==> src/rtl/movegen_pkg.sv <==
// Shared constants and types for the movegen board shadow: board geometry,
// piece codes and the position-load state encoding.
package movegen_pkg;

  localparam int SQUARES = 64;
  localparam int SQ_W    = 6;
  localparam int PIECE_W = 4;

  typedef enum logic [PIECE_W-1:0] {
    EMPTY    = 4'd0,
    W_PAWN   = 4'd1,
    W_KNIGHT = 4'd2,
    W_BISHOP = 4'd3,
    W_ROOK   = 4'd4,
    W_QUEEN  = 4'd5,
    W_KING   = 4'd6,
    B_PAWN   = 4'd9,
    B_KNIGHT = 4'd10,
    B_BISHOP = 4'd11,
    B_ROOK   = 4'd12,
    B_QUEEN  = 4'd13,
    B_KING   = 4'd14
  } piece_e;

  typedef enum logic {
    LOAD_IDLE   = 1'b0,
    LOAD_ACTIVE = 1'b1
  } load_state_e;

endpackage

==> src/rtl/movegen_board_shadow_if.sv <==
// Position stream, lookup request and lookup/occupancy result bundle of the
// board shadow; the master drives the stream and requests.
interface movegen_board_shadow_if
  import movegen_pkg::*;
#(
  parameter int NUM_LOOKUP = 2
) ();

  logic                          in_pos_valid;
  logic [PIECE_W-1:0]            in_pos_data;
  logic                          in_pos_sop;
  logic [NUM_LOOKUP-1:0]         lookup_valid;
  logic [NUM_LOOKUP*SQ_W-1:0]    lookup_rankfile;
  logic [NUM_LOOKUP-1:0]         out_valid;
  logic [NUM_LOOKUP*PIECE_W-1:0] out_piece;
  logic [SQUARES-1:0]            occupied;
  logic                          board_valid;
  logic [7:0]                    board_gen;
  logic                          frame_err;

  modport master (
    output in_pos_valid, in_pos_data, in_pos_sop, lookup_valid, lookup_rankfile,
    input  out_valid, out_piece, occupied, board_valid, board_gen, frame_err
  );

  modport slave (
    input  in_pos_valid, in_pos_data, in_pos_sop, lookup_valid, lookup_rankfile,
    output out_valid, out_piece, occupied, board_valid, board_gen, frame_err
  );

endinterface

==> src/rtl/movegen_board_shadow_board_bank.sv <==
// One board bank: a square-indexed piece register file with a single write
// port, NUM_LOOKUP combinational read ports and a per-square non-empty view.
module board_bank
  import movegen_pkg::*;
#(
  parameter int NUM_LOOKUP = 2
) (
  input  logic                          clk,
  input  logic                          rst,
  input  logic                          wr_en,
  input  logic [SQ_W-1:0]               wr_addr,
  input  logic [PIECE_W-1:0]            wr_data,
  input  logic [NUM_LOOKUP*SQ_W-1:0]    rd_addr,
  output logic [NUM_LOOKUP*PIECE_W-1:0] rd_data,
  output logic [SQUARES-1:0]            nonzero
);

  logic [PIECE_W-1:0] mem [SQUARES];

  always_ff @(posedge clk or posedge rst) begin
    if (rst) begin
      for (int i = 0; i < SQUARES; i++) mem[i] <= '0;
    end else if (wr_en) begin
      mem[wr_addr] <= wr_data;
    end
  end

  always_comb begin
    rd_data = '0;
    for (int k = 0; k < NUM_LOOKUP; k++)
      rd_data[k*PIECE_W +: PIECE_W] = mem[rd_addr[k*SQ_W +: SQ_W]];
  end

  always_comb begin
    nonzero = '0;
    for (int i = 0; i < SQUARES; i++) nonzero[i] = (mem[i] != '0);
  end

endmodule

==> src/rtl/movegen_board_shadow.sv <==
// Double-buffered board shadow: streams a position into the back bank and
// swaps banks atomically once all squares are written; lookups see only the active bank.
module movegen_board_shadow
  import movegen_pkg::*;
#(
  parameter int NUM_LOOKUP = 2
) (
  input  logic                  clk,
  input  logic                  rst,
  movegen_board_shadow_if.slave bus
);

  localparam logic [SQ_W-1:0] LAST_SQ = SQ_W'(SQUARES - 1);

  load_state_e                   state, state_next;
  logic [SQ_W-1:0]               cnt, cnt_next;
  logic                          wr_en;
  logic [SQ_W-1:0]               wr_addr;
  logic                          commit;
  logic                          err_next;
  logic                          active;
  logic [SQUARES-1:0]            nz0, nz1, back_nz;
  logic [NUM_LOOKUP*PIECE_W-1:0] rd0, rd1, rd_active;

  // Bank 0 is the back bank while bank 1 is active, and vice versa.
  board_bank #(.NUM_LOOKUP(NUM_LOOKUP)) u_bank0 (
    .clk     (clk),
    .rst     (rst),
    .wr_en   (wr_en && active),
    .wr_addr (wr_addr),
    .wr_data (bus.in_pos_data),
    .rd_addr (bus.lookup_rankfile),
    .rd_data (rd0),
    .nonzero (nz0)
  );

  board_bank #(.NUM_LOOKUP(NUM_LOOKUP)) u_bank1 (
    .clk     (clk),
    .rst     (rst),
    .wr_en   (wr_en && !active),
    .wr_addr (wr_addr),
    .wr_data (bus.in_pos_data),
    .rd_addr (bus.lookup_rankfile),
    .rd_data (rd1),
    .nonzero (nz1)
  );

  assign rd_active = active ? rd1 : rd0;
  assign back_nz   = active ? nz0 : nz1;

  always_ff @(posedge clk or posedge rst) begin
    if (rst) begin
      state <= LOAD_IDLE;
      cnt   <= '0;
    end else begin
      state <= state_next;
      cnt   <= cnt_next;
    end
  end

  // A sop beat always (re)starts a frame at square 0, even mid-load.
  always_comb begin
    state_next = state;
    cnt_next   = cnt;
    if (bus.in_pos_valid) begin
      if (bus.in_pos_sop) begin
        state_next = LOAD_ACTIVE;
        cnt_next   = SQ_W'(1);
      end else if (state == LOAD_ACTIVE) begin
        if (cnt == LAST_SQ) begin
          state_next = LOAD_IDLE;
          cnt_next   = '0;
        end else begin
          cnt_next = cnt + 1'b1;
        end
      end
    end
  end

  always_comb begin
    wr_en    = bus.in_pos_valid && (bus.in_pos_sop || (state == LOAD_ACTIVE));
    wr_addr  = bus.in_pos_sop ? '0 : cnt;
    commit   = bus.in_pos_valid && !bus.in_pos_sop && (state == LOAD_ACTIVE) && (cnt == LAST_SQ);
    err_next = bus.in_pos_valid && (bus.in_pos_sop ? (state == LOAD_ACTIVE) : (state == LOAD_IDLE));
  end

  // The bank swap lands on the same edge as the last write, so a sop in the
  // very next cycle already targets the freshly retired bank.
  always_ff @(posedge clk or posedge rst) begin
    if (rst) begin
      active          <= 1'b0;
      bus.board_valid <= 1'b0;
      bus.board_gen   <= '0;
      bus.occupied    <= '0;
      bus.frame_err   <= 1'b0;
      bus.out_valid   <= '0;
      bus.out_piece   <= '0;
    end else begin
      bus.frame_err <= err_next;
      if (commit) begin
        active          <= ~active;
        bus.board_valid <= 1'b1;
        bus.board_gen   <= bus.board_gen + 8'd1;
        bus.occupied    <= {bus.in_pos_data != '0, back_nz[SQUARES-2:0]};
      end
      bus.out_valid <= bus.lookup_valid;
      for (int k = 0; k < NUM_LOOKUP; k++) begin
        if (bus.lookup_valid[k])
          bus.out_piece[k*PIECE_W +: PIECE_W] <= rd_active[k*PIECE_W +: PIECE_W];
      end
    end
  end

endmodule

==> src/flat_wrapper.sv <==
// flat-port wrapper written by rule: the top's interface ports become plain ports
module movegen_board_shadow_flat import movegen_pkg::*;
#(
  parameter int NUM_LOOKUP = 2
)
  (clk, rst, bus_in_pos_valid, bus_in_pos_data, bus_in_pos_sop, bus_lookup_valid, bus_lookup_rankfile, bus_out_valid, bus_out_piece, bus_occupied, bus_board_valid, bus_board_gen, bus_frame_err);
  movegen_board_shadow_if #(.NUM_LOOKUP(NUM_LOOKUP)) bus_i ();
  input  logic clk;
  input  logic rst;
  input wire logic [$bits(bus_i.in_pos_valid)-1:0] bus_in_pos_valid;
  input wire logic [$bits(bus_i.in_pos_data)-1:0] bus_in_pos_data;
  input wire logic [$bits(bus_i.in_pos_sop)-1:0] bus_in_pos_sop;
  input wire logic [$bits(bus_i.lookup_valid)-1:0] bus_lookup_valid;
  input wire logic [$bits(bus_i.lookup_rankfile)-1:0] bus_lookup_rankfile;
  output wire logic [$bits(bus_i.out_valid)-1:0] bus_out_valid;
  output wire logic [$bits(bus_i.out_piece)-1:0] bus_out_piece;
  output wire logic [$bits(bus_i.occupied)-1:0] bus_occupied;
  output wire logic [$bits(bus_i.board_valid)-1:0] bus_board_valid;
  output wire logic [$bits(bus_i.board_gen)-1:0] bus_board_gen;
  output wire logic [$bits(bus_i.frame_err)-1:0] bus_frame_err;
  assign bus_i.in_pos_valid = bus_in_pos_valid;
  assign bus_i.in_pos_data = bus_in_pos_data;
  assign bus_i.in_pos_sop = bus_in_pos_sop;
  assign bus_i.lookup_valid = bus_lookup_valid;
  assign bus_i.lookup_rankfile = bus_lookup_rankfile;
  assign bus_out_valid = bus_i.out_valid;
  assign bus_out_piece = bus_i.out_piece;
  assign bus_occupied = bus_i.occupied;
  assign bus_board_valid = bus_i.board_valid;
  assign bus_board_gen = bus_i.board_gen;
  assign bus_frame_err = bus_i.frame_err;
  movegen_board_shadow #(.NUM_LOOKUP(NUM_LOOKUP)) u_core (.clk(clk), .rst(rst), .bus(bus_i));
endmodule
==> config.mk <==
export PLATFORM = sky130hd
export DESIGN_NAME = movegen_board_shadow_flat
export DESIGN_NICKNAME = d
export VERILOG_FILES = /design/src/rtl/movegen_pkg.sv /design/src/rtl/movegen_board_shadow_if.sv /design/src/rtl/movegen_board_shadow_board_bank.sv /design/src/rtl/movegen_board_shadow.sv /design/src/flat_wrapper.sv
export SDC_FILE = /design/constraint.sdc
export NUM_CORES = 1
export LEC_CHECK = 0
export CAP_MARGIN = 25
export CORE_ASPECT_RATIO = 0.75
export CORE_UTILIZATION = 50
export DETAILED_ROUTE_END_ITERATION = 8
export GPL_TIMING_DRIVEN = 0
export PLACE_DENSITY = 0.67
export SKIP_CTS_REPAIR_TIMING = 1
export SYNTH_ARGS = -nofsm -noshare
export SYNTH_HDL_FRONTEND = slang
export SYNTH_SLANG_ARGS = --single-unit
==> constraint.sdc <==
create_clock -name clk -period 23.1 [get_ports clk]
set_input_delay 2.31 -clock clk [delete_from_list [all_inputs] [get_ports clk]]
set_output_delay 2.31 -clock clk [all_outputs]
set_load 0.005 [all_outputs]
==> summary.md, run 1 <==
| Metric | Value |
|---|---|
| Outcome | finished clean |
| First-pass GRT wire length | approximately 210,000 um |
| FF-to-FF Start | u_core.active$_DFFE_PP0P_ |
| # fillers | around 5,400 |
| Die Area | between 60,000 and 70,000 um^2 |
| Ys flop type | dfrtp_1 |
| H-tree lvl count | 3 |
| Clock Skews | about 0.032 ns |
| Initial antenna violation count | 15 |
| Crit Path Max Fanout | 10 |
| Hold Vio Cnt, Final | 0 |
| Max-slew violations | 0 |
| GPL Wtd Cong | 1.11 |
| TritonCTS buffer count | 66 |
| Share of flip-flops with an asynchronous set or reset | 100% |
| Relative slew slack | between 20% and 30% |
| Setup ws final | between 15 and 20 ns |
| Power per Cell Area | 68.4 nW/um^2 |
| Synth Area per Inst | 12.6 um^2 |
| Critical path capture point type | flop |
| CP startpoint kind | input port |
| Hold WS | 0.467 ns |
| Crit-path cells | clkdlybuf4s50_1 > buf_4 > nor2b_1 > clkbuf_1 > clkbuf_1 > a22oi_1 > a21oi_1 > nor4_1 > o221ai_1 > a21oi_1 |
| Die height | approximately 230 um |
| I/O Pins | around 110 |
| Die X | between 300 and 400 um |
| Leakage | ~18 nW |
| WL/cell | a little under 40 um |
| Worst vdd ir | 0.0000693 V |
| Max Clock Freq | between 150 and 200 MHz |
| RSZ-0062 raised after global routing | no |
| Count leader, synth | dfrtp_1 |
| Max_cap viols | 0 |
| Slowest stage delay, CP | 0.92 ns |
| Clk root buf | clkbuf_16 |
| Vias after detailed routing | 27,300 |
| Sequential area share after synthesis | around 45% |
| 1st-iter DRT viols | ~3,800 |
| Fin util | 57.9% |
| GRT Total Usage | a little over two fifths |
| Capturing point of the worst reg2reg path | u_core.bus.occupied[0]$_DFFE_PP0P_ |
| WP data required | ~24 ns |
| Antenna viol nets, final | 0 |
| CTS tree | done |
| Largest net degree at the start of global routing | 120 |
| Crit path arrival time | 6.33 ns |
| Design area | between 30,000 and 40,000 um^2 |
| Vias in the first global route | 26,400 |
| Cell count after synthesis | 2,686 |
| Unique masters post-synth | 73 |
| Dpl cells | roughly 3,700 |
| DRC violations left | 0 |
| Share of cells above drive strength 1 | ~32% |
| Layout Cells excl Fill | between 3,000 and 4,000 |
| Commonest cells in the netlist | 604 x dfrtp_1, 506 x mux2_2, 240 x mux2i_1, 229 x nand2_1, 122 x mux4_2 |
| Area after DPL | between 30,000 and 40,000 um^2 |
| Net count, final | between 2,000 and 3,000 |
| Synth warn | 0 |
| Final total power | about 2.7 mW |
| Slowest CP cell | nor4_1 |
| Final worst-path cycle share | between 20% and 30% |
| Via density | just over 7 |
| CP Class | in2reg |
| Setup TNS | 0 ns |
| Post-synth EDFFs | 0 |
| Synth area leader | dfrtp_1 |
| Clk buf depth | 3 |
| GRT overflow | 0 |
| Count of input and output buffers | 96 |
| Worst hold path endpoint | u_core.bus.board_gen[7]$_DFFE_PP0P_ |
| Cell area after synthesis | about 34,000 um^2 |
| Slew @ Worst Pin | around 1.2 ns |
| Cells on worst reg2reg path | 7 |
| DRT Wirelength | between 100,000 and 150,000 um |
| Reg2Reg Setup Slack | roughly 20 ns |
| # rows | just over 80 |
| DP Wirelength | 115,000 um |
| Initial core utilization | around half |
| Placeable Area | 67,000 um^2 |
| Hold/Removal Path Class | reg2reg |
| Hold Crit Start | u_core.bus.board_gen[7]$_DFFE_PP0P_ |
| Minimum clock period | 5.77 ns |
| Synthesized flop and latch total | approximately 600 |
| Register clock-pin slew on the reported worst setup and hold paths | around 0.070 ns |
| Share of the synthesized area in the top cell type | about 45% |
| Pre-antenna DRT Iters | 6 |
| TritonCTS Sinks | around 600 |
| Setup violations, final | 0 |
| Worst hold stages | 1 |
| Synth area leaders | dfrtp_1 45%, mux2_2 17%, mux4_2 8.1% |
| Later-pin clock latency in the skew report | roughly 0.64 ns |
| Post-Place Setup Slack | ~17 ns |
| Syn Nets | between 2,000 and 3,000 |
| Area growth, synth to finish | 14.4% |
-- flip-flops by register name, indices dropped and copies added (netlist names) --
name                    cells
u_core.u_bank0.mem        256
u_core.u_bank1.mem        256
u_core.bus.occupied        64
u_core.bus.board_gen        8
u_core.bus.out_piece        8
u_core.cnt                  6
u_core.bus.out_valid        2
u_core.active               1
u_core.bus.board_valid      1
u_core.bus.frame_err        1
u_core.state                1
-- power breakdown --
part / switching (mW) / internal, mW
combinational: 0.244 / 0.138
clock: 0.458 / 0.668
sequential: 0.0476 / 1.10
-- final cells by class --
class | count | area (um^2) | area share, %
multi-input combinational | 1863 | 17500 | 45.1
sequential | 604 | 15100 | 38.9
clock buffer | 95 | 1950 | 5.04
timing repair buffer | 127 | 1480 | 3.80
buffer | 214 | 1300 | 3.35
tap | 882 | 1100 | 2.84
clock inverter | 20 | 305 | 0.787
inverter | 5 | 28.8 | 0.0742
antenna | 7 | 17.5 | 0.0451
-- worst max-delay path by stage --
stage / startpoint / depth (start not counted) / slack [ns] / endpoint
6_report: bus_lookup_rankfile[0] / 10 / 17.33 / u_core.bus.out_piece[2]$_DFFE_PP0P_
3_3_place_gp: rst / 2 / -2.18 / u_core.u_bank1.mem[152]$_DFFE_PP0P_
4_1_cts: bus_lookup_rankfile[6] / 10 / 17.58 / u_core.bus.out_piece[6]$_DFFE_PP0P_
2_1_floorplan: rst / 1 / 3.88 / u_core.active$_DFFE_PP0P_
3_5_place_dp: bus_lookup_rankfile[6] / 10 / 16.95 / u_core.bus.out_piece[6]$_DFFE_PP0P_
5_1_grt: bus_lookup_rankfile[0] / 10 / 17.50 / u_core.bus.out_piece[2]$_DFFE_PP0P_
-- metal layers --
layer | global-route usage (%) | wire length [um] | part of all wire [%] | up-vias
met5 | 0.210 | 36 | 0.024 | -
met4 | 20.7 | 7820 | 5.2 | 6
met3 | 17.8 | 20800 | 14 | 386
met2 | 58.8 | 59500 | 40 | 1980
met1 | 61.4 | 61700 | 41 | 14200
li1 | - | - | - | 10700
-- logic make-up (layout without fill, tap and decap cells) --
family / count (synthesis) / after routing / synth area share (%)
mux: 896 / 896 / 33.9
flops: 604 / 604 / 44.6
simple gates: 571 / 571 / 9.69
compound gates: 385 / 385 / 7.67
buf+inv: 219 / 461 / 3.89
xor+xnor: 8 / 8 / 0.207
fa+ha+maj: 3 / 3 / 0.111
other cells: 0 / 7 / 0
-- critical path, delay by kind of cell --
kind                   cells  cell delay, ns
AO/OA/AOI/OAI              4            1.34
AND/OR/NAND/NOR            2            1.06
buffers and inverters      4            1.60
-- cell usage in the layout (no fill, tap or decap), types with 49 or more instances in the layout --
cell type        count
clkdlybuf4s50_1     96
or4b_2              54
o21ai_0             82
mux2_2             506
o22ai_1             62
or4_1               58
clkbuf_16           69
mux2i_1            240
dfrtp_1            604
nand2_1            229
mux4_2             122
clkbuf_1           120
a21oi_1             49
a22oi_1             92
No activity file was read; power rests on OpenSTA's default activity.
==> run 2: changes to the inputs <==
PLACE_DENSITY = 0.7   (was 0.67)
clock period = 4.8 ns   (was 23.1 ns; I/O delays follow)
==> summary.md, run 2 (same netlist as run 1, synthesis figures left out) <==
| Metric | Value |
|---|---|
| Max Clock Freq | 260 MHz |
| Cells on worst reg2reg path | 6 (was 7) |
| Most frequent cells in the layout | 604 x dfrtp_1, 506 x mux2_2, 240 x mux2i_1 (unchanged) |
| WL/cell | 39.0 um (was 39.3 um) |
| Design area | 38,800 um^2 (about the same) |
| # rows | 82 (unchanged) |
| Slowest stage delay, CP | 0.89 ns (was 0.92 ns) |
| Critical path capture point type | flop (unchanged) |
| Share of cells above drive strength 1 | 32.5% (was 32.4%) |
| 1st-iter DRT viols | 3,765 (was 3,836) |
| CP bufs+invs | 3 (was 4) |
| Via density | 7.20 (was 7.15) |
| TritonCTS Sinks | 604 (unchanged) |
| Crit Path Max Fanout | 10 (unchanged) |
| Count of input and output buffers | 96 (unchanged) |
| M1 GR Usage | 59.8% (was 61.4%) |
| GPL Wtd Cong | 1.08 (was 1.11) |
| Crit-path cells | clkdlybuf4s50_1 > buf_6 > nor2_1 > clkbuf_1 > a22oi_1 > a21oi_1 > nor4_1 > o221ai_1 > a21oi_1 (was clkdlybuf4s50_1 > buf_4 > nor2b_1 > clkbuf_1 > clkbuf_1 > a22oi_1 > a21oi_1 > nor4_1 > o221ai_1 > a21oi_1) |
| Largest regs | u_core.u_bank0.mem x256, u_core.u_bank1.mem x256, u_core.bus.occupied x64 (unchanged) |
| GR met3 Demand/Resource | 17.7% (was 17.8%) |
| Setup violations, final | 0 (unchanged) |
| Vias in the first global route | 26,800 (was 26,400) |
| Largest net degree at the start of global routing | 47 (was 120) |
| I/O Pins | 106 (unchanged) |
| Slowest CP cell | nor2_1 (was nor4_1) |
| Area after DPL | 36,600 um^2 (was 36,500 um^2) |
| Clk buf depth | 3 (unchanged) |
| Power per Cell Area | 325 nW/um^2 (was 68.4 nW/um^2) |
| Setup TNS | 0 ns (unchanged) |
| Met2 Track Usage GR | 59.2% (was 58.8%) |
| CP Class | in2reg (unchanged) |
| Vias after detailed routing | 27,500 (was 27,300) |
| Post-Place Setup Slack | 0.727 ns (was 16.95 ns) |
| Register clock-pin slew on the reported worst setup and hold paths | 0.06 ns (was 0.07 ns) |
| Antenna viol nets, final | 0 (unchanged) |
| Reg2Reg Setup Slack | 1.04 ns (was 19.69 ns) |
| Die height | 228 um (unchanged) |
| Setup ws final | 0.960 ns (was 17.33 ns) |
| CTS tree | done (unchanged) |
| Later-pin clock latency in the skew report | 0.68 ns (was 0.64 ns) |
| Initial antenna violation count | 11 (was 15) |
| Most Crowded Layer GR | met1 (unchanged) |
| TritonCTS buffer count | 61 (was 66) |
| Clock Skews | 0.0301 ns (was 0.0317 ns) |
| Leakage | 17.9 nW (about the same) |
| H-tree lvl count | 2 (was 3) |
| Net count, final | 2,904 (was 2,906) |
| Max_cap viols | 0 (unchanged) |
| Placeable Area | 67,000 um^2 (unchanged) |
| CP startpoint kind | input port (unchanged) |
| Final worst-path cycle share | about four fifths |
| Most common cell after layout, fill and taps aside | dfrtp_1 (unchanged) |
| Critical path origin | bus_lookup_rankfile[2] (was bus_lookup_rankfile[0]) |
| Initial core utilization | 50.6% (unchanged) |
| GRT overflow | 0 (unchanged) |
| Relative slew slack | 17.0% (was 20.1%) |
| DP Wirelength | 114,000 um (was 115,000 um) |
| GRT Total Usage | 43.5% (was 43.9%) |
| Die X | 303 um (unchanged) |
| FF-to-FF Start | u_core.active$_DFFE_PP0P_ (unchanged) |
| Pre-antenna DRT Iters | 6 (unchanged) |
| Die Area | 68,900 um^2 (unchanged) |
| Cell mode on critical path | a21oi_1 |
| Crit path arrival time | 4.35 ns (was 6.33 ns) |
| Critical path depth | 9 (was 10) |
| Minimum clock period | between 3 and 4 ns |
| Worst vdd ir | 0.000301 V (was 0.0000693 V) |
| RSZ-0062 raised after global routing | no (unchanged) |
| Clk root buf | clkbuf_16 (unchanged) |
| Area growth, synth to finish | 14.3% (was 14.4%) |
| DRC violations left | 0 (unchanged) |
| Hold/Removal Path Class | in2async (was reg2reg) |
| Max-slew violations | 0 (unchanged) |
| Outcome | finished clean (unchanged) |
| Hold Vio Cnt, Final | 0 (unchanged) |
| Critical path endpoint | u_core.bus.out_piece[1]$_DFFE_PP0P_ (was u_core.bus.out_piece[2]$_DFFE_PP0P_) |
| First-pass GRT wire length | 206,000 um (was 207,000 um) |
| DRT Wirelength | 149,000 um (was 150,000 um) |
| Capturing point of the worst reg2reg path | u_core.bus.occupied[2]$_DFFE_PP0P_ (was u_core.bus.occupied[0]$_DFFE_PP0P_) |
| WP data required | 5.31 ns (was 23.66 ns) |
| Slew @ Worst Pin | 1.24 ns (was 1.19 ns) |
| Final total power | 12.6 mW (was 2.65 mW) |
| Top cell family by delay on the critical path | buffers and inverters (unchanged) |
run 2: per-stage QoR:
step	util [%]	std cells	hold slack, ns
CTS	57.8	3807	0.229
global placement	53.7	3664	0.454
detailed placement	54.6	3694	0.458
global route	57.9	3811	0.270
floorplan	-	2686	0.459
finish	57.9	3819	0.235
run 2: cell type report:
cell class	count	area, um^2
fill	5492	28200
timing repair buffer	130	1560
inverter	5	25.0
antenna	8	20.0
multi-input combinational	1863	17500
tap	882	1100
buffer	214	1300
sequential	604	15100
clock buffer	84	1750
clock inverter	29	412
run 2: worst min-delay path by stage:
stage                                        from                                  to  slack (ns)
2_1_floorplan  u_core.bus.board_valid$_DFFE_PP0P_  u_core.bus.board_valid$_DFFE_PP0P_        0.46
3_3_place_gp   u_core.bus.board_valid$_DFFE_PP0P_  u_core.bus.board_valid$_DFFE_PP0P_        0.45
3_5_place_dp   u_core.bus.board_valid$_DFFE_PP0P_  u_core.bus.board_valid$_DFFE_PP0P_        0.46
4_1_cts                                       rst   u_core.u_bank0.mem[4]$_DFFE_PP0P_        0.23
5_1_grt                                       rst   u_core.u_bank0.mem[4]$_DFFE_PP0P_        0.27
6_report                                      rst   u_core.u_bank0.mem[4]$_DFFE_PP0P_        0.23
run 2: power by group:
| group | switching, mW | total, mW | internal (mW) |
|---|---|---|---|
| logic | 1.18 | 1.84 | 0.666 |
| clock network | 2.19 | 5.26 | 3.07 |
| registers | 0.229 | 5.52 | 5.29 |
| total | 3.60 | 12.6 | 9.03 |
run 2: per-layer routing:
layer | vias to the layer above | share of wire [%]
li1 | 10700 | -
met1 | 14200 | 40
met2 | 2135 | 40
met3 | 409 | 14
met4 | 8 | 5.3
met5 | - | 0.036
